[config.mk]
export PLATFORM = sky130hd
export DESIGN_NAME = out_reg_sched
export DESIGN_NICKNAME = d
export VERILOG_FILES = /design/src/rtl/out_reg_sched.sv
export SDC_FILE = /design/constraint.sdc
export NUM_CORES = 1
export LEC_CHECK = 0
export BUFFER_PORTS_ARGS = -buffer_cell sky130_fd_sc_hd__buf_2
export CORE_MARGIN = 2
export CORE_UTILIZATION = 38
export CTS_CLUSTER_SIZE = 8
export DETAILED_ROUTE_END_ITERATION = 8
export GPL_TIMING_DRIVEN = 0
export PLACE_DENSITY_LB_ADDON = 0.2
export REMOVE_ABC_BUFFERS = 1
export SLEW_MARGIN = 20
export SYNTH_ARGS = -nofsm -noshare
export SYNTH_HDL_FRONTEND = slang
export SYNTH_SLANG_ARGS = --single-unit
export TNS_END_PERCENT = 100
[constraint.sdc]
create_clock -name clk -period 4.3 [get_ports clk]
set_input_delay 1.29 -clock clk [delete_from_list [all_inputs] [get_ports clk]]
set_output_delay 1.29 -clock clk [all_outputs]
set_load 0.01 [all_outputs]
[src/rtl/out_reg_sched.sv]
// out_reg_sched: round-robin owner of one shared OUT_REG pad; streams a granted requester's bits,
// then runs a gap phase that resets the pad. Define OUT_REG_SCHED_BYPASS_EN to add cfg_bypass.
module out_reg_sched #(
    parameter int unsigned NUM_REQ    = 4,
    parameter int unsigned GAP_CYCLES = 2,
    parameter int unsigned STALL_MAX  = 15
) (
    input  logic               clk,
    input  logic               rst,
`ifdef OUT_REG_SCHED_BYPASS_EN
    input  logic               cfg_bypass,
`endif
    input  logic [NUM_REQ-1:0] req_valid,
    input  logic [NUM_REQ-1:0] req_bit,
    input  logic [NUM_REQ-1:0] req_last,
    output logic [NUM_REQ-1:0] req_ready,
    output logic [NUM_REQ-1:0] grant,
    output logic               pad_data,
    output logic               pad_sel,
    output logic               pad_rst,
    output logic               abort,
    output logic [15:0]        bits_sent
);

    localparam int unsigned PW = $clog2(NUM_REQ);
    localparam int unsigned GW = (GAP_CYCLES > 1) ? $clog2(GAP_CYCLES) : 1;

    localparam logic [1:0] S_IDLE = 2'd0;
    localparam logic [1:0] S_BUSY = 2'd1;
    localparam logic [1:0] S_GAP  = 2'd2;

    logic [1:0]    state;
    logic [PW-1:0] ptr;
    logic [PW-1:0] owner;
    logic [7:0]    stall_cnt;
    logic [GW-1:0] gap_cnt;
    logic          byp_q;

    logic          arb_found;
    logic [PW-1:0] arb_winner;
    logic [PW-1:0] ptr_next;
    int unsigned   idx;
    logic          accept;
    logic          stall_hit;

    // First valid requester at or after the pointer, wrapping at NUM_REQ.
    always_comb begin
        arb_found  = 1'b0;
        arb_winner = '0;
        idx        = 0;
        for (int unsigned i = 0; i < NUM_REQ; i++) begin
            idx = 32'(ptr) + i;
            if (idx >= NUM_REQ) begin
                idx = idx - NUM_REQ;
            end
            if (!arb_found && req_valid[PW'(idx)]) begin
                arb_found  = 1'b1;
                arb_winner = PW'(idx);
            end
        end
    end

    assign ptr_next  = (arb_winner == PW'(NUM_REQ - 1)) ? '0 : arb_winner + PW'(1);
    assign accept    = |(req_valid & grant);
    assign stall_hit = (stall_cnt == 8'(STALL_MAX - 1));
    assign req_ready = grant;

`ifdef OUT_REG_SCHED_BYPASS_EN
    assign pad_sel = byp_q & (state == S_BUSY);
`else
    assign pad_sel = 1'b0;
`endif

    always_ff @(posedge clk) begin
        if (rst) begin
            state     <= S_IDLE;
            ptr       <= '0;
            owner     <= '0;
            stall_cnt <= '0;
            gap_cnt   <= '0;
            byp_q     <= 1'b0;
            grant     <= '0;
            pad_data  <= 1'b0;
            pad_rst   <= 1'b1;
            abort     <= 1'b0;
            bits_sent <= '0;
        end else begin
            abort   <= 1'b0;
            pad_rst <= 1'b0;
            case (state)
                S_IDLE: begin
                    pad_data <= 1'b0;
                    if (arb_found) begin
                        state     <= S_BUSY;
                        owner     <= arb_winner;
                        grant     <= NUM_REQ'(1) << arb_winner;
                        ptr       <= ptr_next;
                        bits_sent <= '0;
                        stall_cnt <= '0;
`ifdef OUT_REG_SCHED_BYPASS_EN
                        byp_q     <= cfg_bypass;
`else
                        byp_q     <= 1'b0;
`endif
                    end
                end
                S_BUSY: begin
                    if (accept) begin
                        // The final bit still lands on pad_data in the first gap cycle.
                        pad_data  <= req_bit[owner];
                        stall_cnt <= '0;
                        if (bits_sent != '1) begin
                            bits_sent <= bits_sent + 16'd1;
                        end
                        if (req_last[owner]) begin
                            state   <= S_GAP;
                            grant   <= '0;
                            gap_cnt <= '0;
                            pad_rst <= 1'b1;
                        end
                    end else if (stall_hit) begin
                        abort    <= 1'b1;
                        state    <= S_GAP;
                        grant    <= '0;
                        gap_cnt  <= '0;
                        pad_rst  <= 1'b1;
                        pad_data <= 1'b0;
                    end else begin
                        stall_cnt <= stall_cnt + 8'd1;
                    end
                end
                S_GAP: begin
                    pad_data <= 1'b0;
                    if (gap_cnt == GW'(GAP_CYCLES - 1)) begin
                        state <= S_IDLE;
                    end else begin
                        gap_cnt <= gap_cnt + GW'(1);
                    end
                end
                default: begin
                    state <= S_IDLE;
                    grant <= '0;
                end
            endcase
        end
    end

endmodule
After elaboration in Yosys (flattened, before gate mapping)
Index checks and enable logic that the tools add are counted.
Storage, ports and cells
  word-level logic and storage cells: 121
  output and inout bits: 28
  input port bits: 14
  register bits after elaboration: 38
Operators by class
  bitwise operators: 3
  equality and inequality tests: 12
  add/subtract/negate cells: 11
  reductions and logical operators: 20
  magnitude comparators: 9
  multiplexer cells: 55
  shift operators: 1
Operators by type and width (number)
  16-bit two-way mux: 3
  16-bit case mux with 2 select lines: 1
  2-bit two-way mux: 14
  8-bit two-way mux: 3
  1-bit two-way mux: 19
  16-bit by 1-bit adder with 16-bit output, second input constant: 1
  4-bit two-way mux: 4
  16-bit != test, second input constant: 1
  8-bit case mux with 2 select lines: 1
  2-bit by 3-bit less-than comparator with 1-bit output, second input constant: 5
  1-bit binary-select mux with 2-bit select: 6
  4-bit case mux with 3 select lines: 1
  4-bit AND reduction: 3
  3-bit greater-or-equal comparator, second input constant: 3
  3-bit != test, second input constant: 3
  8-bit by 1-bit adder with 8-bit output, second input constant: 1
  8-bit by 4-bit == test with 1-bit output, second input constant: 1
  2-bit != test, second input constant: 4
  2-bit by 1-bit subtractor with 2-bit output, second input constant: 4
  2-bit by 2-bit adder with 3-bit output, second input constant: 2
  2-bit case mux with 3 select lines: 1
  3-bit AND reduction: 2
  2-bit nonzero test: 3
  6-bit OR reduction: 1
  other kinds (16): 24

Logic depth before layout (Yosys ltp)
  depth after elaboration: 17
  gate-level depth with buffers: 8
  depth with buffers taken out: 8

Worst setup path before layout
OpenSTA, ideal clock, no wires.
  path type: input-to-reg
  start: input port req_valid[1]
  end: register ptr[1]
  library setup time: 0.128 ns
  data required time: 4.172 ns
  data arrival time: 2.533 ns
  cell stages on the path: 6
  path buffers: 0
  slack: 1.640 ns
  path through: nor4_2 > nand2b_1 > inv_1 > ha_1 > mux2i_1 > nor2_1
On the way
  longest elaborated chain between the ends: 14
  elaborated cells on any way between the ends: 26
  classes of those cells: add/sub: 1; eq/ne: 1; mux: 17; reduce/logical: 7
RTL lines
  start, declared: RTL line 13  | input logic [NUM_REQ-1:0] req_valid,
  1-bit binary-select mux with 2-bit select: RTL line 56  | if (!arb_found && req_valid[PW'(idx)]) begin
  1-bit two-way mux (not written as such): RTL line 56
  1-bit two-way mux: RTL line 56
  1-bit zero test: RTL line 56
  1-bit logical AND: RTL line 56
  1-bit two-way mux: RTL line 56
  1-bit zero test: RTL line 56
  1-bit logical AND: RTL line 56
  1-bit two-way mux: RTL line 56
  1-bit zero test: RTL line 56
  1-bit logical AND: RTL line 56
  2-bit two-way mux (*): RTL line 56
  via arb_winner[0]: RTL line 40  | logic [PW-1:0] arb_winner;
  2-bit by 1-bit adder with 2-bit output or 2-bit == test (tied branches): RTL line 63  | assign ptr_next = (arb_winner == PW'(NUM_REQ - 1)) ? '0 : arb_winner + PW'(1);
  2-bit two-way mux (*): RTL line 63
  via ptr_next[1]: RTL line 41  | logic [PW-1:0] ptr_next;
  end signal, assigned: RTL line 97  | ptr <= ptr_next;
  end, declared: RTL line 33  | logic [PW-1:0] ptr;
The timed path passes the listed nets; every way through them passes the cells marked *. The select of a mux whose other input is x is not followed.
A chain may end at the register's enable or synchronous reset.

Final worst setup path
  start: input port req_valid[1]
  end: register bits_sent[15]
On the way
  longest elaborated chain between the ends: 14
  elaborated cells on any way between the ends: 23
  classes of those cells: eq/ne: 2; mux: 12; bitwise: 1; reduce/logical: 8
RTL lines
  1-bit binary-select mux with 2-bit select: RTL line 56
  1-bit two-way mux (not written as such): RTL line 56
  1-bit two-way mux: RTL line 56
  1-bit zero test: RTL line 56
  1-bit logical AND: RTL line 56
  1-bit two-way mux: RTL line 56
  1-bit zero test: RTL line 56
  1-bit logical AND: RTL line 56
  1-bit two-way mux: RTL line 56
  1-bit zero test: RTL line 56
  1-bit logical AND: RTL line 56
  1-bit two-way mux: RTL line 56
  2-bit != test (no line)
  4-bit AND reduction (no line) (*)
  end signal, assigned: RTL line 113  | bits_sent <= bits_sent + 16'd1;
  end, declared: RTL line 22  | output logic [15:0] bits_sent
Mark *: on every way between the ends. The rest lies on a longest branch, timed or not. The select of a mux whose other input is x is not followed.

==> impl_metrics.ini <==
[status]
status = complete, no violations

[clocking]
clk_path_buf_depth = 2
cts.sinks = 38
ctsHtreeMaxLevel = 2
path_clk_slew_ns = 0.07
cts_made_buffers = 5
cts_resized = 0
cts_setup_buffers = 0
cts_tree = built
clkLatencyLatePin_ns = 0.29
cts-root-buf = clkbuf_8
hold_buffers = 0

[timing]
timing.final.crit_share_pct = 67.4
hold_viol_final = 0
finalSetupViolations = 0
skew_ns = 0.00185
fmax_ghz = 0.345
rsz0062_at_grt = false
period_minus_slack_ns = 2.90
slew-limit-headroom_pct = 36.3
drv_slew = 0
tightest_slew_ns = 0.953
setup_tns_ns = 0

[setup_path]
cp.arrival_ns = 3.09
cp_num_cells = 6
cp_max_fo = 16
cpPeakStageDelay_ns = 0.58
critical_path_class = primary input to flop
r2r_end = stall_cnt[6]$_SDFFE_PP0P_
path_buf_inv = 1
required_ns = 4.49
crit_slowest_cell = o21ai_2
critical_path.endpoint = bits_sent[15]$_SDFFE_PP0P_
r2r-start = state[0]$_SDFFE_PP0P_
cp_top_family = compound AO/OA/AOI/OAI gates
startpoint = req_valid[1]
startpoint_type = primary input
crit_path_end_kind = flop
ff2ff_path_depth = 5
r2r_slack_ns = 1.89
worstPathCellList = buf_2, a22oi_1, nand2_1, o21ai_2, nor2_1, a211oi_1

[layout]
layout.nets = 303
final_core_util_pct = 44.7
multiInputGateArea_um2 = 1280
instances_no_fill = 355
area_growth_pct = 13.4
nFillCells = 552
drive_gt1_share_pct = 21.2
regArea_um2 = 761
antenna_cells = 0

[floorplanning]
core_area_um2 = 5510
dieArea_um2 = 6340
die_w_um = 79.6
start_util_pct = 39.4
die_h_um = 79.6
io_pins = 42
row_count = 27

[grt]
grt.total_usage_pct = 17.1
grt_antenna_before_repair = 0
grt_first_pass_wirelength_um = 8580
gr-total-overflow = 0
grt_max_degree = 23
grt_pass1_vias = 1802

[synthesis]
yosys_warnings = 0
synthArstFlopShare_pct = 0
synthFlopType = dfxtp_1
synth_edf_count = 0
synth_top_area_share_pct = 35.0
ys_types = 52
syn_area_per_cell_um2 = 8.65
synth_cells = 251
yosys_register_bits = 38
yosys-top-cells-area = dfxtp_1, nor2_1, ha_1, mux2i_1, o31ai_1
synth_top_cells_by_count = dfxtp_1, nor2_1, nand2_1
ys_seq_area_share_pct = 35.0
yosysMostFrequentCell = dfxtp_1
synth_area_leader_cell = dfxtp_1
syn_area_um2 = 2170

[drt]
viasPerCell = 5.57
drt-pass1-iter-count = 4
drtIter0Drc = 113
ant_nets = 0
routed_wl_um = 5180
vias = 1976
remaining_drc_errors = 0
wl_per_cell_um = 14.6

[place]
dp_hpwl_um = 3650
dp.cells = 347
io_buffers = 40
place_congestion = 0.772

[power_and_ir_drop]
combPwrFrac_pct = 22.9
ir_drop_mv = 0.187
p_sw_share_pct = 31.9
internal_power_w = 0.000572
power.density_nw_per_um2 = 341
switching_power_w = 0.000268
p_clk_share_pct = 30.4
power.leakage_nw = 0.995
p_seq_share_pct = 46.7

[min_path]
hold-path-cell-count = 2
hp-class = flop to flop

[job]
cap_violations = 0
## power groups by stage
stage	logic, W	registers (W)	clock network, W
2_1_floorplan	0.000129	0.000402	0
3_3_place_gp	0.000192	0.000400	0
4_1_cts	0.000194	0.000392	0.000266
6_report	0.000193	0.000392	0.000255
3_5_place_dp	0.000193	0.000400	0
5_1_grt	0.000215	0.000395	0.000278
## cell type report
class,instances,area share [%]
Clock buffer,7,3.51
Clock inverter,1,0.203
Inverter,11,1.68
Multi-Input combinational cell,186,51.9
Sequential cell,38,30.9
Tap cell,72,3.66
Timing Repair Buffer,40,8.13
## routing by layer
layer	vias up	track usage [%]	wire length, um
met2	58	27.9	2340
met3	6	3.51	286
li1	1000	-	-
met1	912	22.6	2490
met4	0	5.17	64
met5	-	0	0
## kinds of logic after synthesis
logic type	after synthesis	synth area share, %
compound gates	67	22.9
xor+xnor	4	1.61
fa+ha+maj	7	4.03
buf+inv	27	6.11
flops	38	35.0
mux	11	6.28
other cells	1	0.173
simple gates	96	23.9
## sequential cells by signal, indices dropped and copies added, names as in the netlist
signal and count:
abort 1, gap_cnt 1, grant 4, pad_rst 1, stall_cnt 8, bits_sent 16
ptr 2, owner 2, pad_data 1, state 2
## layout by cell type, fill, tap and decap left out, types with 3 or more instances in the layout
master / n
mux2i_1: 8
or3_1: 4
clkbuf_8: 6
nor3_2: 3
a21oi_1: 13
nand2_1: 18
a31oi_1: 3
o2bb2ai_1: 4
o211ai_1: 4
and2_1: 5
nor3_1: 6
o311ai_0: 6
a211oi_1: 5
nand2b_1: 4
nor2_1: 24
o21ai_0: 4
o31ai_1: 10
xor2_1: 4
or4_1: 3
dfxtp_1: 38
nor4_1: 3
nand3_1: 10
and3_1: 6
nand4_1: 4
inv_1: 10
buf_2: 40
ha_1: 7
## tightest hold or removal path: stages, from the launching register on
cell      delay [ns]
dfxtp_1         0.32
inv_1           0.07
a221oi_2        0.05
## stage by stage
stage / total power, W / hold WS [ns] / worst slack (ns) / instance area, um2
final: 0.000840 / 0.486 / 1.40 / 2460
after global routing: 0.000888 / 0.529 / 1.32 / 2460
after CTS: 0.000853 / 0.493 / 1.44 / 2460
after detailed placement: 0.000594 / 0.482 / 1.14 / 2370
after global placement: 0.000592 / 0.475 / 1.11 / 2370
after floorplan: 0.000531 / 0.452 / 1.65 / 2080
## how the worst min path moves through the flow
stage / start / end / slack, ns
after floorplan: stall_cnt[7]$_SDFFE_PP0P_ / stall_cnt[7]$_SDFFE_PP0P_ / 0.45
after global placement: stall_cnt[7]$_SDFFE_PP0P_ / stall_cnt[7]$_SDFFE_PP0P_ / 0.47
after detailed placement: bits_sent[9]$_SDFFE_PP0P_ / bits_sent[9]$_SDFFE_PP0P_ / 0.48
after CTS: bits_sent[9]$_SDFFE_PP0P_ / bits_sent[9]$_SDFFE_PP0P_ / 0.49
after global routing: bits_sent[9]$_SDFFE_PP0P_ / bits_sent[9]$_SDFFE_PP0P_ / 0.53
final: bits_sent[9]$_SDFFE_PP0P_ / bits_sent[9]$_SDFFE_PP0P_ / 0.49
No activity file was read; power rests on OpenSTA's default activity.
